===== config.mk =====
export PLATFORM = sky130hd
export DESIGN_NAME = lfa14_multiword_adder
export DESIGN_NICKNAME = d
export VERILOG_FILES = /design/src/rtl/lfa14_multiword_adder.sv
export SDC_FILE = /design/constraint.sdc
export NUM_CORES = 1
export LEC_CHECK = 0
export BUFFER_PORTS_ARGS = -buffer_cell sky130_fd_sc_hd__buf_2
export CAP_MARGIN = 10
export CORE_ASPECT_RATIO = 0.8
export CORE_MARGIN = 2
export CORE_UTILIZATION = 50
export DETAILED_ROUTE_END_ITERATION = 12
export PLACE_DENSITY = 0.89
export SETUP_SLACK_MARGIN = 0.15
export SLEW_MARGIN = 20
export SYNTH_ARGS = -nofsm -noshare
export SYNTH_HDL_FRONTEND = slang
export SYNTH_HIERARCHICAL = 1
export SYNTH_SLANG_ARGS = --single-unit

===== constraint.sdc =====
create_clock -name clk -period 4.9 [get_ports clk]
set_clock_uncertainty 0.1 [all_clocks]
set_input_delay 0.245 -clock clk [delete_from_list [all_inputs] [get_ports clk]]
set_output_delay 0.245 -clock clk [all_outputs]
set_load 0.02 [all_outputs]

===== src/rtl/lfa14_multiword_adder.sv =====
// Word-serial WORDS*14-bit adder: one Ladner-Fischer 14-bit core, carry chained LSW->MSW via carry_q.
// Optional LFA14_SIGNED_OVF_EN adds out_ovf (two's-complement overflow on the MSW).

module lfa14_core (
   input  logic [13:0] a_i,
   input  logic [13:0] b_i,
   input  logic        cin_i,
   output logic [14:0] sum_o
);
   // Sparse prefix tree: at level l, bit i (with bit l of i set) merges the group ending just below its 2^l block.
   function automatic logic [14:0] lf_add(input logic [13:0] a, input logic [13:0] b, input logic cin);
      logic [13:0] g, p, gn, pn, hp;
      logic [14:0] c;
      int j;
      hp = a ^ b;
      g  = a & b;
      g[0] = g[0] | (hp[0] & cin);
      p  = hp;
      for (int l = 0; l < 4; l++) begin
         gn = g;
         pn = p;
         for (int i = 0; i < 14; i++) begin
            if (((i >> l) & 1) == 1) begin
               j = ((i >> l) << l) - 1;
               gn[i] = g[i] | (p[i] & g[j]);
               pn[i] = p[i] & p[j];
            end
         end
         g = gn;
         p = pn;
      end
      c[0]    = cin;
      c[14:1] = g;
      return {c[14], hp ^ c[13:0]};
   endfunction

   assign sum_o = lf_add(a_i, b_i, cin_i);
endmodule

module lfa14_multiword_adder #(
   parameter int WORDS = 4,
   parameter int CNT_W = 4
) (
   input  logic        clk,
   input  logic        rst,
   input  logic        in_valid,
   output logic        in_ready,
   input  logic [13:0] in_x,
   input  logic [13:0] in_y,
   input  logic        in_first,
   input  logic        in_last,
   output logic        out_valid,
   input  logic        out_ready,
   output logic [13:0] out_s,
   output logic        out_last,
   output logic        out_carry,
   output logic        err
`ifdef LFA14_SIGNED_OVF_EN
   ,
   output logic        out_ovf
`endif
);
   typedef enum logic {IDLE, BUSY} state_t;

   localparam logic [CNT_W-1:0] LAST_IDX = CNT_W'(WORDS - 1);

   state_t           state_q, state_d;
   logic [CNT_W-1:0] word_cnt_q, word_cnt_d, idx;
   logic             carry_q, carry_d;
   logic             out_valid_q, out_valid_d;
   logic [13:0]      out_s_q, out_s_d;
   logic             out_last_q, out_last_d;
   logic             out_carry_q, out_carry_d;
   logic             err_q, err_d;
   logic             accept, cin, restart;
   logic [14:0]      sum;
`ifdef LFA14_SIGNED_OVF_EN
   logic             out_ovf_q, out_ovf_d;
`endif

   assign in_ready = !out_valid_q | out_ready;
   assign accept   = in_valid & in_ready;
   // A word starts a new operand (index 0, cin 0) from IDLE or on any in_first.
   assign restart  = (state_q == IDLE) | in_first;
   assign idx      = restart ? '0 : word_cnt_q;
   assign cin      = restart ? 1'b0 : carry_q;

   lfa14_core u_core (
      .a_i   (in_x),
      .b_i   (in_y),
      .cin_i (cin),
      .sum_o (sum)
   );

   always_comb begin
      state_d     = state_q;
      word_cnt_d  = word_cnt_q;
      carry_d     = carry_q;
      out_valid_d = out_valid_q & !out_ready;
      out_s_d     = out_s_q;
      out_last_d  = out_last_q;
      out_carry_d = out_carry_q;
      err_d       = err_q;
`ifdef LFA14_SIGNED_OVF_EN
      out_ovf_d   = out_ovf_q;
`endif
      if (accept) begin
         out_valid_d = 1'b1;
         out_s_d     = sum[13:0];
         out_last_d  = in_last;
         out_carry_d = sum[14] & in_last;
         carry_d     = sum[14];
`ifdef LFA14_SIGNED_OVF_EN
         out_ovf_d   = in_last & (in_x[13] == in_y[13]) & (sum[13] != in_x[13]);
`endif
         if (((state_q == IDLE) & !in_first) | ((state_q == BUSY) & in_first) |
             (in_last & (idx != LAST_IDX)) | (!in_last & (idx == LAST_IDX)))
            err_d = 1'b1;
         if (in_last | (idx == LAST_IDX)) begin
            state_d    = IDLE;
            word_cnt_d = '0;
         end else begin
            state_d    = BUSY;
            word_cnt_d = idx + CNT_W'(1);
         end
      end
   end

   always_ff @(posedge clk) begin
      if (rst) begin
         state_q     <= IDLE;
         word_cnt_q  <= '0;
         carry_q     <= 1'b0;
         out_valid_q <= 1'b0;
         out_s_q     <= '0;
         out_last_q  <= 1'b0;
         out_carry_q <= 1'b0;
         err_q       <= 1'b0;
`ifdef LFA14_SIGNED_OVF_EN
         out_ovf_q   <= 1'b0;
`endif
      end else begin
         state_q     <= state_d;
         word_cnt_q  <= word_cnt_d;
         carry_q     <= carry_d;
         out_valid_q <= out_valid_d;
         out_s_q     <= out_s_d;
         out_last_q  <= out_last_d;
         out_carry_q <= out_carry_d;
         err_q       <= err_d;
`ifdef LFA14_SIGNED_OVF_EN
         out_ovf_q   <= out_ovf_d;
`endif
      end
   end

   assign out_valid = out_valid_q;
   assign out_s     = out_s_q;
   assign out_last  = out_last_q;
   assign out_carry = out_carry_q;
   assign err       = err_q;
`ifdef LFA14_SIGNED_OVF_EN
   assign out_ovf   = out_ovf_q;
`endif
endmodule


==> flow_summary.json <==
{
  "hold-worst-slack_ps": 188,
  "numCtsBuffers": 3,
  "relSlewSlack_pct": 46.9,
  "cts.sinks": 24,
  "finalInstanceArea_sq_mm": 0.00192,
  "via_per_inst": 5.55,
  "io_pins": 53,
  "core-area_sq_mm": 0.00309,
  "cp-end-kind": "flop",
  "yosysTopAreaCell": "dfxtp_1",
  "grt_pass1_wl_um": 5890,
  "yosysWarningCount": 6,
  "seq_area_frac_synth_pct": 29.9,
  "fin_util_pct": 62.3,
  "synth_area_sq_mm": 0.00161,
  "cts_tree": "built",
  "multi_input_area_sq_mm": 0.00101,
  "yosysTopAreaCellShare_pct": 29.9,
  "fill_cells": 278,
  "drive_above_1_share_pct": 29.6,
  "dieArea_sq_mm": 0.00369,
  "maxCapViolCount": 0,
  "dieWidth_um": 67.4,
  "start_kind": "flop",
  "grt_pass1_vias": 1419,
  "rsz0062_at_grt": "no",
  "grt_max_degree": 26,
  "gr-total-overflow": 0,
  "rows": 18,
  "vias": 1515,
  "drv_slew": 0,
  "crit_path_max_fanout": 6,
  "finalSetupTns_ps": 0,
  "critPathLaunch": "state_q",
  "min_from": "in_last",
  "drc": 0,
  "die_y_um": 54.7,
  "synth_most_common_cell": "dfxtp_1",
  "root_buffer": "clkbuf_8",
  "nNetsFinal": 287,
  "ys_types": 46,
  "r2r-start": "state_q",
  "grtUsageMet3_pct": 4.32,
  "post-dp-hpwl_um": 2700,
  "syn_inst": 188,
  "hold_viol_final": 0,
  "io_buffer_count": 52,
  "synth_nets": 241,
  "cts_hold_buf": 0,
  "finalSetupViolCount": 0,
  "regArea_sq_um": 480,
  "drtAntennaViolNets": 0,
  "clk_pin_slew_ps": 90,
  "synth_edf_count": 0,
  "wl_um": 3550,
  "path_class": "reg -> reg",
  "drt_iter0_drc": 117,
  "cp.required_ps": 5000,
  "grtUsageTotal_pct": 21.0,
  "synth_top_flop_cell": "dfxtp_1",
  "ir_drop_v": 0.000131,
  "total_power_w": 0.000501,
  "postCtsSetupBuffers": 0,
  "synthToLayoutAreaGrowth_pct": 19.7,
  "wl_per_cell_um": 13.0,
  "htreeDepth": 1,
  "initial_core_util_pct": 52.1,
  "placed_area_sq_mm": 0.00187,
  "cts_buffer_depth": 2,
  "tightest_slew_ps": 792,
  "synth_area_leaders": "dfxtp_1, ha_1, a21oi_1",
  "min_period_over_period_pct": 64.1,
  "yosys-top-cells-count": "dfxtp_1, a21oi_1, inv_1, nand3_1, o21ai_0",
  "synth-seq-cells": 24,
  "synth.avg_cell_area_sq_um": 8.55,
  "min_period_ps": 3140,
  "hold_class": "in -> reg",
  "leakagePower_nw": 0.929,
  "busiest_layer": "met2",
  "gp_congestion": 0.798,
  "async_flop_share_pct": 0,
  "grt_use_met1_pct": 25.4,
  "use_met2_pct": 39.4,
  "insertion_delay_ps": 260,
  "powerDensity_mw_per_mm2": 261,
  "postCtsResizedCells": 0,
  "drtPass1Iterations": 4,
  "n_antenna_cell": 0,
  "max_freq_mhz": 318,
  "antenna_found_initial": 0,
  "outcome": "completed",
  "arrival_ps": 3240
}
-- path summary, 6_finish.rpt --
path                    to  slack, ps  depth (start not counted)
hold / removal    out_last        190                          3
setup reg to reg  out_s[8]       1760                         15
setup / recovery  out_s[8]       1760                         15
hold reg to reg   out_s[8]        370                          2
-- power by group --
part | leakage, nW | switching (W) | internal (W) | total, W
sequential | 0.197 | 0.00000716 | 0.000210 | 0.000217
combinational | 0.703 | 0.0000867 | 0.0000636 | 0.000150
clock | 0.0288 | 0.0000623 | 0.0000717 | 0.000134
total | 0.929 | 0.000156 | 0.000345 | 0.000501
-- flip-flops by register name, indices dropped and copies added (netlist names) --
name        flops
out_s          14
err             1
out_valid       1
carry_q         1
word_cnt_q      4
state_q         1
out_carry       1
out_last        1
-- cell type report --
cell class                 instances  area share (%)
clock buffer                       4            2.86
tap                               40            2.60
multi-input combinational        134            52.3
inverter                          19            3.71
timing repair buffer              52            13.5
sequential                        24            25.0
-- per-layer routing --
layer / wire length, um / share of wire [%]
met4: 0 / 0
met2: 1700 / 48
met3: 242 / 6.8
met5: 0 / 0
met1: 1600 / 45
-- critical path, stage by stage, from the launching register on --
cell	delay, ps
dfxtp_1	320
ha_1	240
and2_2	210
inv_1	60
fa_1	160
inv_1	50
fa_1	410
a211oi_2	230
o21ai_2	110
and2_2	220
o21a_1	180
nor2_1	120
fa_1	420
inv_1	60
nand3_1	60
a21oi_1	130
-- logic make-up after synthesis --
group	count (synthesis)	synth area share (%)
and+or+nand+nor	45	15.7
adders and majority gates	19	17.1
buffers and inverters	30	7.48
xor gates and xnor gates	7	3.82
AOI/OAI and AO/OA	63	25.9
DFF	24	29.9
-- cell usage in the layout, fill, tap and decap left out, types with 3 or more instances in the layout --
cell type	count
buf_2	52
dfxtp_1	24
a21oi_1	21
inv_1	18
nand3_1	18
o21ai_0	17
ha_1	14
nor2_1	7
a21o_1	5
fa_1	5
clkbuf_8	4
xnor2_1	4
and2_2	3
nand4_1	3
xor2_1	3
-- stage by stage --
stage | std cells | worst slack, ps
after floorplan | 188 | 2000
after global placement | 269 | 1790
after detailed placement | 269 | 1730
after CTS | 273 | 1760
after global routing | 273 | 1530
final | 273 | 1760
Note: power is estimated with default switching activity, not from simulation.
